<file path="config.mk">
export PLATFORM = sky130hd
export DESIGN_NAME = sram_arbiter_flat
export DESIGN_NICKNAME = d
export VERILOG_FILES = /design/src/rtl/sram_arbiter_if.sv /design/src/rtl/sram_arbiter.sv /design/src/flat_wrapper.sv
export SDC_FILE = /design/constraint.sdc
export NUM_CORES = 1
export LEC_CHECK = 0
export ABC_AREA = 1
export ABC_CLOCK_PERIOD_IN_PS = 2500
export CAP_MARGIN = 10
export CORE_ASPECT_RATIO = 1.25
export CORE_UTILIZATION = 46
export CTS_BUF_LIST = sky130_fd_sc_hd__clkbuf_16
export CTS_CLUSTER_SIZE = 24
export DETAILED_ROUTE_END_ITERATION = 12
export GPL_TIMING_DRIVEN = 0
export MAX_ROUTING_LAYER = met4
export PLACE_DENSITY = 0.85
export SLEW_MARGIN = 10
export SYNTH_ARGS = -nofsm -noshare
export SYNTH_HDL_FRONTEND = slang
export SYNTH_SLANG_ARGS = --single-unit
</file>
<file path="constraint.sdc">
create_clock -name CLK -period 2.5 [get_ports CLK]
set_input_delay 0.25 -clock CLK [delete_from_list [all_inputs] [get_ports CLK]]
set_output_delay 0.25 -clock CLK [all_outputs]
set_load 0.03 [all_outputs]
</file>
<file path="src/rtl/sram_arbiter_if.sv">
// sram_arbiter_if
//   Bundles the two requester handshakes and the SRAM/shared-data-bus
//   signals of the SRAM arbiter.
//   slave  : arbiter side (requests and D_IN in; ACKs, RDATA, SRAM strobes,
//            D_OUT/D_OE, BUSY, GNT_PI out)
//   master : environment side (requesters, SRAM and bus), directions mirrored
interface sram_arbiter_if #(
    parameter int ADDR_W = 16
);
    // Clock-port (Amiga) requester
    logic              CP_REQ;
    logic              CP_WE;
    logic [ADDR_W-1:0] CP_ADDR;
    logic [7:0]        CP_WDATA;
    logic              CP_ACK;
    logic [7:0]        CP_RDATA;
    // Raspberry Pi requester
    logic              PI_REQ_M;
    logic              PI_WE_M;
    logic [ADDR_W-1:0] PI_ADDR;
    logic [7:0]        PI_WDATA;
    logic              PI_ACK;
    logic [7:0]        PI_RDATA;
    // SRAM and shared data bus
    logic [ADDR_W-1:0] RAM_A;
    logic              RAM_OE_n;
    logic              RAM_WE_n;
    logic [7:0]        D_OUT;
    logic              D_OE;
    logic [7:0]        D_IN;
    // Status
    logic              BUSY;
    logic              GNT_PI;

    modport slave (
        input  CP_REQ, CP_WE, CP_ADDR, CP_WDATA,
        input  PI_REQ_M, PI_WE_M, PI_ADDR, PI_WDATA,
        input  D_IN,
        output CP_ACK, CP_RDATA, PI_ACK, PI_RDATA,
        output RAM_A, RAM_OE_n, RAM_WE_n, D_OUT, D_OE,
        output BUSY, GNT_PI
    );

    modport master (
        output CP_REQ, CP_WE, CP_ADDR, CP_WDATA,
        output PI_REQ_M, PI_WE_M, PI_ADDR, PI_WDATA,
        output D_IN,
        input  CP_ACK, CP_RDATA, PI_ACK, PI_RDATA,
        input  RAM_A, RAM_OE_n, RAM_WE_n, D_OUT, D_OE,
        input  BUSY, GNT_PI
    );
endinterface

</file>
<file path="src/rtl/sram_arbiter.sv">
// sram_arbiter
//   Sequences every access to the shared 64Kx8 SRAM and arbitrates it between
//   the clock-port (CP) and Raspberry Pi (PI) register front ends. Each access
//   runs IDLE -> SETUP -> ACCESS (ACCESS_CYCLES strobe cycles) -> RECOVER.
//   All outputs are registered.
//
//   Ports:
//     CLK      system clock
//     RESET_n  asynchronous active-low reset; aborts any access in flight
//     bus      sram_arbiter_if.slave: CP/PI req/we/addr/wdata in, ack/rdata out;
//              RAM_A, RAM_OE_n, RAM_WE_n, D_OUT, D_OE out; D_IN in;
//              BUSY, GNT_PI out
//
//   Build option:
//     ARB_ROUND_ROBIN_EN  defined   -> ties go to the requester that was not
//                                      the last grantee (GNT_PI)
//                         undefined -> ties always go to CP
module sram_arbiter #(
    parameter int ACCESS_CYCLES = 3,
    parameter int ADDR_W        = 16
) (
    input  logic          CLK,
    input  logic          RESET_n,
    sram_arbiter_if.slave bus
);

    typedef enum logic [1:0] {IDLE, SETUP, ACCESS, RECOVER} state_t;

    localparam logic [3:0] CNT_INIT = 4'(ACCESS_CYCLES - 1);

    state_t            state_q, state_d;
    logic [3:0]        cnt_q, cnt_d;
    logic              we_q, we_d;
    logic [ADDR_W-1:0] ram_a_q, ram_a_d;
    logic              oe_n_q, oe_n_d;
    logic              we_n_q, we_n_d;
    logic [7:0]        dout_q, dout_d;
    logic              doe_q, doe_d;
    logic              cp_ack_q, cp_ack_d;
    logic              pi_ack_q, pi_ack_d;
    logic [7:0]        cp_rdata_q, cp_rdata_d;
    logic [7:0]        pi_rdata_q, pi_rdata_d;
    logic              gnt_pi_q, gnt_pi_d;
    logic              busy_q, busy_d;
    logic              pick_pi;

    // Winner selection; only used when leaving IDLE.
    always_comb begin
        pick_pi = 1'b0;
        if (bus.PI_REQ_M && !bus.CP_REQ) begin
            pick_pi = 1'b1;
        end else if (bus.PI_REQ_M && bus.CP_REQ) begin
`ifdef ARB_ROUND_ROBIN_EN
            // Alternate on ties: the side that did not own the last access wins.
            pick_pi = !gnt_pi_q;
`else
            pick_pi = 1'b0;
`endif
        end
    end

    always_comb begin
        state_d    = state_q;
        cnt_d      = cnt_q;
        we_d       = we_q;
        ram_a_d    = ram_a_q;
        oe_n_d     = oe_n_q;
        we_n_d     = we_n_q;
        dout_d     = dout_q;
        doe_d      = doe_q;
        cp_ack_d   = 1'b0;
        pi_ack_d   = 1'b0;
        cp_rdata_d = cp_rdata_q;
        pi_rdata_d = pi_rdata_q;
        gnt_pi_d   = gnt_pi_q;

        unique case (state_q)
            IDLE: begin
                if (bus.CP_REQ || bus.PI_REQ_M) begin
                    gnt_pi_d = pick_pi;
                    ram_a_d  = pick_pi ? bus.PI_ADDR  : bus.CP_ADDR;
                    dout_d   = pick_pi ? bus.PI_WDATA : bus.CP_WDATA;
                    we_d     = pick_pi ? bus.PI_WE_M  : bus.CP_WE;
                    doe_d    = pick_pi ? bus.PI_WE_M  : bus.CP_WE;
                    state_d  = SETUP;
                end
            end
            SETUP: begin
                // Address/data have had one full cycle to settle; strobe now.
                if (we_q) begin
                    we_n_d = 1'b0;
                end else begin
                    oe_n_d = 1'b0;
                end
                cnt_d   = CNT_INIT;
                state_d = ACCESS;
            end
            ACCESS: begin
                if (cnt_q == 4'd0) begin
                    oe_n_d = 1'b1;
                    we_n_d = 1'b1;
                    if (gnt_pi_q) begin
                        pi_ack_d = 1'b1;
                    end else begin
                        cp_ack_d = 1'b1;
                    end
                    // D_IN is sampled while OE is still low at this edge.
                    if (!we_q) begin
                        if (gnt_pi_q) begin
                            pi_rdata_d = bus.D_IN;
                        end else begin
                            cp_rdata_d = bus.D_IN;
                        end
                    end
                    state_d = RECOVER;
                end else begin
                    cnt_d = cnt_q - 4'd1;
                end
            end
            RECOVER: begin
                // One cycle of data hold after the WE rising edge.
                doe_d   = 1'b0;
                state_d = IDLE;
            end
            default: state_d = IDLE;
        endcase

        busy_d = (state_d != IDLE);
    end

    always_ff @(posedge CLK or negedge RESET_n) begin
        if (!RESET_n) begin
            state_q    <= IDLE;
            cnt_q      <= 4'd0;
            we_q       <= 1'b0;
            ram_a_q    <= '0;
            oe_n_q     <= 1'b1;
            we_n_q     <= 1'b1;
            dout_q     <= 8'h00;
            doe_q      <= 1'b0;
            cp_ack_q   <= 1'b0;
            pi_ack_q   <= 1'b0;
            cp_rdata_q <= 8'h00;
            pi_rdata_q <= 8'h00;
            gnt_pi_q   <= 1'b1;
            busy_q     <= 1'b0;
        end else begin
            state_q    <= state_d;
            cnt_q      <= cnt_d;
            we_q       <= we_d;
            ram_a_q    <= ram_a_d;
            oe_n_q     <= oe_n_d;
            we_n_q     <= we_n_d;
            dout_q     <= dout_d;
            doe_q      <= doe_d;
            cp_ack_q   <= cp_ack_d;
            pi_ack_q   <= pi_ack_d;
            cp_rdata_q <= cp_rdata_d;
            pi_rdata_q <= pi_rdata_d;
            gnt_pi_q   <= gnt_pi_d;
            busy_q     <= busy_d;
        end
    end

    assign bus.RAM_A    = ram_a_q;
    assign bus.RAM_OE_n = oe_n_q;
    assign bus.RAM_WE_n = we_n_q;
    assign bus.D_OUT    = dout_q;
    assign bus.D_OE     = doe_q;
    assign bus.CP_ACK   = cp_ack_q;
    assign bus.PI_ACK   = pi_ack_q;
    assign bus.CP_RDATA = cp_rdata_q;
    assign bus.PI_RDATA = pi_rdata_q;
    assign bus.GNT_PI   = gnt_pi_q;
    assign bus.BUSY     = busy_q;

endmodule

</file>
<file path="src/flat_wrapper.sv">
// flat-port wrapper written by rule: the top's interface ports become plain ports
module sram_arbiter_flat 
#(
    parameter int ACCESS_CYCLES = 3,
    parameter int ADDR_W        = 16
)
  (CLK, RESET_n, bus_CP_REQ, bus_CP_WE, bus_CP_ADDR, bus_CP_WDATA, bus_PI_REQ_M, bus_PI_WE_M, bus_PI_ADDR, bus_PI_WDATA, bus_D_IN, bus_CP_ACK, bus_CP_RDATA, bus_PI_ACK, bus_PI_RDATA, bus_RAM_A, bus_RAM_OE_n, bus_RAM_WE_n, bus_D_OUT, bus_D_OE, bus_BUSY, bus_GNT_PI);
  sram_arbiter_if #(.ADDR_W(ADDR_W)) bus_i ();
  input  logic CLK;
  input  logic RESET_n;
  input wire logic [$bits(bus_i.CP_REQ)-1:0] bus_CP_REQ;
  input wire logic [$bits(bus_i.CP_WE)-1:0] bus_CP_WE;
  input wire logic [$bits(bus_i.CP_ADDR)-1:0] bus_CP_ADDR;
  input wire logic [$bits(bus_i.CP_WDATA)-1:0] bus_CP_WDATA;
  input wire logic [$bits(bus_i.PI_REQ_M)-1:0] bus_PI_REQ_M;
  input wire logic [$bits(bus_i.PI_WE_M)-1:0] bus_PI_WE_M;
  input wire logic [$bits(bus_i.PI_ADDR)-1:0] bus_PI_ADDR;
  input wire logic [$bits(bus_i.PI_WDATA)-1:0] bus_PI_WDATA;
  input wire logic [$bits(bus_i.D_IN)-1:0] bus_D_IN;
  output wire logic [$bits(bus_i.CP_ACK)-1:0] bus_CP_ACK;
  output wire logic [$bits(bus_i.CP_RDATA)-1:0] bus_CP_RDATA;
  output wire logic [$bits(bus_i.PI_ACK)-1:0] bus_PI_ACK;
  output wire logic [$bits(bus_i.PI_RDATA)-1:0] bus_PI_RDATA;
  output wire logic [$bits(bus_i.RAM_A)-1:0] bus_RAM_A;
  output wire logic [$bits(bus_i.RAM_OE_n)-1:0] bus_RAM_OE_n;
  output wire logic [$bits(bus_i.RAM_WE_n)-1:0] bus_RAM_WE_n;
  output wire logic [$bits(bus_i.D_OUT)-1:0] bus_D_OUT;
  output wire logic [$bits(bus_i.D_OE)-1:0] bus_D_OE;
  output wire logic [$bits(bus_i.BUSY)-1:0] bus_BUSY;
  output wire logic [$bits(bus_i.GNT_PI)-1:0] bus_GNT_PI;
  assign bus_i.CP_REQ = bus_CP_REQ;
  assign bus_i.CP_WE = bus_CP_WE;
  assign bus_i.CP_ADDR = bus_CP_ADDR;
  assign bus_i.CP_WDATA = bus_CP_WDATA;
  assign bus_i.PI_REQ_M = bus_PI_REQ_M;
  assign bus_i.PI_WE_M = bus_PI_WE_M;
  assign bus_i.PI_ADDR = bus_PI_ADDR;
  assign bus_i.PI_WDATA = bus_PI_WDATA;
  assign bus_i.D_IN = bus_D_IN;
  assign bus_CP_ACK = bus_i.CP_ACK;
  assign bus_CP_RDATA = bus_i.CP_RDATA;
  assign bus_PI_ACK = bus_i.PI_ACK;
  assign bus_PI_RDATA = bus_i.PI_RDATA;
  assign bus_RAM_A = bus_i.RAM_A;
  assign bus_RAM_OE_n = bus_i.RAM_OE_n;
  assign bus_RAM_WE_n = bus_i.RAM_WE_n;
  assign bus_D_OUT = bus_i.D_OUT;
  assign bus_D_OE = bus_i.D_OE;
  assign bus_BUSY = bus_i.BUSY;
  assign bus_GNT_PI = bus_i.GNT_PI;
  sram_arbiter #(.ACCESS_CYCLES(ACCESS_CYCLES), .ADDR_W(ADDR_W)) u_core (.CLK(CLK), .RESET_n(RESET_n), .bus(bus_i));
endmodule
</file>
==> results.md, run 1 <==
* Reg-to-reg critical path startpoint: u_core.state_q[0]
* TritonCTS clock tree: built
* Internal power at 0.002907 W
* Post-synthesis async set-or-reset flop share at 100.0%
* Switching portion of total power at 43.27%
* Largest net degree at the start of global routing at 37
* Number of port buffers at 108
* Max-cap violations at 0
* Pins over their slew limit at 0
* Required @ worst endpoint at 2.25 ns
* Clock transition at the registers of the reported paths at 0.07 ns
* Sequential area share after synthesis at 52.57%
* Clock share of power at 15.1%
* Layout area overhead at 52.48%
* Syn_area_per_cell at 8.182 um2
* Count of cells resized by post-cts repair at 0
* Global Route Usage Sum at 24.54%
* Data arrival time at the worst-slack endpoint at 1.56 ns
* Routed Antenna Nets at 0
* Gate family responsible for the most delay along the worst path: buffers and inverters
* Detailed Route WL at 6.281 mm
* Crit-path slowest cell: sky130_fd_sc_hd__clkdlybuf4s50_1
* Netlist area before placement at 2577 um2
* Share of Yosys cell area claimed by the top area cell type at 49.51%
* Post-synth top area cell: sky130_fd_sc_hd__dfrtp_1
* Class of the tightest hold or removal check: in -> async
* CP Max Fanout at 6
* Total die area at 5908 um2
* Final hold violation count at 0
* Leftover overflow at the end of global routing at 0
* Static Leak at 1.893 nW
* Number of sinks on the clock net at 54
* Vert. Die Dim at 85.69 um
* # nets final at 499
* Count leader, synth: sky130_fd_sc_hd__nand2_1
* Dominant cells by area after synthesis: sky130_fd_sc_hd__dfrtp_1 50%, sky130_fd_sc_hd__nand2_1 16%, sky130_fd_sc_hd__nor2_1 7.3%
* Final critical delay including setup and external delays at 1.813 ns
* Clk root buf: sky130_fd_sc_hd__clkbuf_16
* Number of global-route vias before repair at 2431
* Type of element launching the critical path: flop
* Count of final setup violators at 0
* Count of boundary I/O pins at 109
* RSZ-0062 raised after global routing: no
* P per Cell Area at 1304 nW/um2
* Worst-case headroom to the max-slew limit at 69.72%
* Switching power summed over all nets at 0.002217 W
* Setup bufs post-CTS at 0
* Core Footprint at 5405 um2
* Synthesized netlist net count at 382
* Post-synthesis instance total at 315
* IR drop worst, VDD at 0.7302 mV
* Number of H-tree branching levels at 2
* Number of synthesized register bits at 54
* Buffer and inverter count on the worst path at 1
* Filler cells at 421
* Worst Tran Pin Value at 0.4542 ns
* Largest stage delay on the critical path at 0.69 ns
* Number of detailed-route iterations in the first pass at 4
* Effective utilization at floorplan at 47.69%
* Share of final-layout standard cells stronger than drive strength 1 at 8.776%
* HPWL after detailed placement at 4.862 mm
* Run status: completed
* Final period util at 72.51%
* List of most frequent post-synthesis cells: 111 x sky130_fd_sc_hd__nand2_1, 51 x sky130_fd_sc_hd__dfrtp_1, 50 x sky130_fd_sc_hd__nor2_1, 22 x sky130_fd_sc_hd__o21ai_1, 15 x sky130_fd_sc_hd__nand3_1
* Global-route wire length before repair at 10.70 mm
* Overall Power at 0.005124 W
* FF-to-FF setup slack at 0.98 ns
* Placed cell area at 3754 um2
* Placer congestion estimate at 0.7894
* Capture instance of the worst register-to-register path: u_core.bus.PI_RDATA[1]
* Cell-by-cell trace of the critical path: clkdlybuf4s50_1
* Number of diodes added for antenna fixing at 0
* Cell Rows at 30
* Number of vias after detailed routing at 2446
* Yosys synthesis warning count at 0
* Width of the chip at 68.95 um
* Clock buffers created by TritonCTS at 5
* Clk_lat worst skew at 0.29 ns
* Crit end category: output pin
* Commonest register cell after synthesis: sky130_fd_sc_hd__dfrtp_1
* Kind of critical path: reg -> out
* Number of remaining DRC errors at 0
* Relative contribution of combinational cells to total power at 54.8%
* Routed length per placed instance at 12.64 um
* Vias per Instance at 4.922
* Fmax at 551.6 MHz
* Violation count after the first detailed-routing iteration at 154
* Post-route design area at 3930 um2
* Number of enable-type register cells in the synthesized netlist at 0
* R2R cell count at 8
* Share of total power in sequential cells at 30.1%
* Netlist cell types at 23
* Buffer levels on the longest clock path at 2
* Worst clock skew at 0.005510 ns
* Number of antenna violations at the first check in global routing at 0
power by group through the flow:
stage               Sequential, W  Clock (W)  Combinational (W)
finish                    0.00154   0.000775            0.00281
global route              0.00159   0.000824            0.00307
CTS                       0.00154   0.000783            0.00283
detailed placement        0.00155          0            0.00282
global placement          0.00154          0            0.00275
floorplan                 0.00223          0            0.00103
worst max-delay path by stage:
stage	start	cells after the start	end	slack, ns
3_5_place_dp	bus_CP_REQ	6	u_core.bus.D_OUT[4]	0.88
2_1_floorplan	u_core.state_q[0]	8	u_core.bus.PI_RDATA[0]	1.17
6_report	u_core.bus.GNT_PI	1	bus_GNT_PI	0.69
3_3_place_gp	RESET_n	1	u_core.bus.D_OUT[7]	-0.38
5_1_grt	u_core.bus.GNT_PI	1	bus_GNT_PI	0.65
4_1_cts	u_core.bus.GNT_PI	1	bus_GNT_PI	0.68
registers in the layout, indices dropped and copies added, names as in the netlist:
name	flops
u_core.bus.CP_RDATA	8
u_core.bus.RAM_OE_n	1
u_core.cnt_q	4
u_core.we_q	1
u_core.bus.D_OE	1
u_core.bus.CP_ACK	1
u_core.bus.RAM_A	16
u_core.bus.D_OUT	8
u_core.bus.PI_ACK	1
u_core.bus.PI_RDATA	8
u_core.bus.BUSY	1
u_core.state_q	2
u_core.bus.RAM_WE_n	1
u_core.bus.GNT_PI	1
layer usage:
| layer | global-route usage (%) | vias to the layer above | part of all wire (%) |
|---|---|---|---|
| li1 | - | 1228 | - |
| met1 | 28.07 | 1122 | 40 |
| met2 | 42.72 | 92 | 54 |
| met3 | 5.186 | 4 | 5.6 |
| met4 | 5.751 | 0 | 0.73 |
| met5 | - | - | 0 |
layout by cell type (no fill, tap or decap), types with 5 or more instances in the layout:
cell                              count
sky130_fd_sc_hd__nand2_1            111
sky130_fd_sc_hd__clkdlybuf4s50_1    107
sky130_fd_sc_hd__dfrtp_1             51
sky130_fd_sc_hd__nor2_1              50
sky130_fd_sc_hd__o21ai_1             22
sky130_fd_sc_hd__nand3_1             15
sky130_fd_sc_hd__inv_1               13
sky130_fd_sc_hd__nand4_1             11
sky130_fd_sc_hd__buf_6                6
sky130_fd_sc_hd__buf_2                6
sky130_fd_sc_hd__o21ai_0              5
sky130_fd_sc_hd__ha_1                 5
sky130_fd_sc_hd__clkbuf_16            5
metrics by stage:
step	cells	setup WS (ns)	hold slack [ns]	util (%)	setup TNS (ns)
floorplan	315	1.172	-0.04559	-	0
global placement	487	-0.3838	0.4513	69.17	-19.47
detailed placement	488	0.8831	0.2216	69.44	0
CTS	497	0.6804	0.4460	72.71	0
global route	497	0.6512	0.4857	72.71	0
finish	497	0.6872	0.4348	72.71	0
timing repair:
item	in CTS	in global routing
endpoints found under the hold margin	18	0
hold buffers	1	0
endpoints found under the setup margin	0	0
area by class of cell:
| class | count | area [um2] | area share (%) |
|---|---|---|---|
| Clock inverter | 3 | 41.29 | 1.051 |
| Buffer | 12 | 100.1 | 2.547 |
| Tap cell | 64 | 80.08 | 2.038 |
| Inverter | 16 | 60.06 | 1.528 |
| Clock buffer | 5 | 125.1 | 3.184 |
| Sequential cell | 54 | 1355 | 34.48 |
| Multi-Input combinational cell | 233 | 1062 | 27.03 |
| Timing Repair Buffer | 110 | 1106 | 28.14 |
kinds of logic after synthesis:
logic type                 synth area share [%]
AOI/OAI and AO/OA                         5.243
xor gates and xnor gates                 0.3399
adders and majority gates                 2.427
buffers and inverters                     6.213
DFF                                       52.57
and+or+nand+nor                           33.20
No activity file was read; power rests on OpenSTA's default activity.
==> inputs of run 2 (changes only) <==
ABC_CLOCK_PERIOD_IN_PS = 1900   (was 2500)
CORE_UTILIZATION = 43   (was 46)
PLACE_DENSITY = 0.8   (was 0.85)
clock period = 1.9 ns   (was 2.5 ns; I/O delays follow)
==> results.md, run 2 (synthesis gave the netlist of run 1 again) <==
* Run status: complete, but fails checks
* Failing checks: design-rule violations
* Number of diodes added for antenna fixing at 0
* RSZ-0062 raised after global routing: no
* Finished Core Util at 67.92%
* Data arrival time at the worst-slack endpoint at 1.57 ns
* Placer congestion estimate at 0.7820
* Max reg flops at 16
* Width of the chip at 71.25 um
* Routed length per placed instance at 12.70 um
* Violation count after the first detailed-routing iteration at 132
* Cell Rows at 31
* Worst-case setup slack after placement at 0.3223 ns
* Static Leak at 1.889 nW
* Count of final setup violators at 0
* Number of global-route vias before repair at 2415
* Effective utilization at floorplan at 44.60%
* Kind of critical path: reg -> out
* Clk root buf: sky130_fd_sc_hd__clkbuf_16
* Largest net degree at the start of global routing at 37
* Global Route Usage Sum at 22.45%
* Clock transition at the registers of the reported paths at 0.07 ns
* Number of detailed-route iterations in the first pass at 8
* IR drop worst, VDD at 0.9623 mV
* P per Cell Area at 1712 nW/um2
* Placed cell area at 3756 um2
* Max-cap violations at 0
* Number of port buffers at 108
* Crit end category: output pin
* Buffer and inverter count on the worst path at 1
* Commonest cells after routing, fill and taps aside: 111 x sky130_fd_sc_hd__nand2_1, 107 x sky130_fd_sc_hd__clkdlybuf4s50_1, 51 x sky130_fd_sc_hd__dfrtp_1
* FF-to-FF setup slack at 0.39 ns
* Final hold violation count at 0
* Largest stage delay on the critical path at 0.69 ns
* Type of element launching the critical path: flop
* Pins over their slew limit at 0
* Share of final-layout standard cells stronger than drive strength 1 at 8.565%
* Crit-path slowest cell: sky130_fd_sc_hd__clkdlybuf4s50_1
* Clock buffers created by TritonCTS at 5
* Buffer levels on the longest clock path at 2
* Worst clock skew at 0.005125 ns
* Worst Slack Setup Final at 0.1418 ns
* Final standard cell count with taps included and fillers excluded at 498
* Leading cell type in the layout, fill and taps excluded: sky130_fd_sc_hd__nand2_1
* Class of the tightest hold or removal check: in -> async
* Final period util at 92.54%
* Worst Tran Pin Value at 0.4483 ns
* Leftover overflow at the end of global routing at 0
* Global-route wire length before repair at 10.71 mm
* Vert. Die Dim at 88.56 um
* Clk_lat worst skew at 0.29 ns
* Overall Power at 0.006721 W
* R2R cell count at 8
* Count of boundary I/O pins at 109
* Final critical delay including setup and external delays at 1.758 ns
* Number of antenna violations at the first check in global routing at 0
* Capture instance of the worst register-to-register path: u_core.bus.PI_RDATA[7]
* HPWL after detailed placement at 4.899 mm
* Cell-by-cell trace of the critical path: clkdlybuf4s50_1
* Number of sinks on the clock net at 54
* Layout area overhead at 52.28%
* Required @ worst endpoint at 1.71 ns
* Routed Antenna Nets at 0
* CP Max Fanout at 6
* Reg-to-reg critical path startpoint: u_core.state_q[0]
* Vias per Instance at 4.888
* Gate family responsible for the most delay along the worst path: buffers and inverters
* Post-route design area at 3925 um2
* Number of H-tree branching levels at 2
* TritonCTS clock tree: built
* Fmax at 568.8 MHz
* Worst-case headroom to the max-slew limit at 70.11%
* Inst Count DP at 490
* Total die area at 6310 um2
* Detailed Route WL at 6.327 mm
* Number of vias after detailed routing at 2434
* Number of remaining DRC errors at 5
* Core Footprint at 5779 um2
* # nets final at 499
==> run 2: changes by cell type in the layout (fill, tap and decap cells not counted), sizes merged <==
cell and delta:
clkinv +1, inv -1, clkinvlp -1
==> run 2: metal layers <==
| layer | GRT usage [%] | vias up | part of all wire, % |
|---|---|---|---|
| li1 | - | 1235 | - |
| met1 | 26.49 | 1100 | 42 |
| met2 | 39.05 | 87 | 51 |
| met3 | 4.328 | 12 | 4.7 |
| met4 | 6.545 | 0 | 1.7 |
| met5 | - | - | 0 |
==> run 2: worst max path at each step <==
| stage | slack, ns | cells past startpoint | start | end |
|---|---|---|---|---|
| floorplan | 0.57 | 8 | u_core.state_q[0] | u_core.bus.PI_RDATA[0] |
| global placement | -0.92 | 1 | RESET_n | u_core.bus.RAM_A[7] |
| detailed placement | 0.32 | 6 | bus_CP_REQ | u_core.bus.RAM_A[7] |
| CTS | 0.13 | 1 | u_core.bus.GNT_PI | bus_GNT_PI |
| global route | 0.1 | 1 | u_core.bus.GNT_PI | bus_GNT_PI |
| finish | 0.14 | 1 | u_core.bus.GNT_PI | bus_GNT_PI |
==> run 2: cell type report <==
cell class,instances,area (um2)
buffer,12,100.1
clock buffer,5,125.1
clock inverter,2,33.78
fill,479,1854
inverter,16,60.06
multi-input combinational,233,1062
sequential,54,1355
tap,66,82.58
timing repair buffer,110,1106
==> run 2: report_power, final <==
group	switching (W)	internal (W)	total, W
combinational	0.00220	0.00150	0.00370
clock	0.000379	0.000610	0.000989
sequential	0.000322	0.00171	0.00203
total	0.00290	0.00382	0.00672
==> run 2: stage by stage <==
step	hold WS (ns)	setup TNS (ns)
floorplan	-0.1056	0
global placement	0.4511	-47.80
detailed placement	0.1580	0
CTS	0.3856	0
global route	0.4378	0
finish	0.3906	0
==> run 2: what timing repair did <==
action / in CTS / in global routing
hold endpoints to repair: 18 / 0
resized for setup: 0 / 0
hold buffers: 1 / 0
setup buffers: 0 / 0
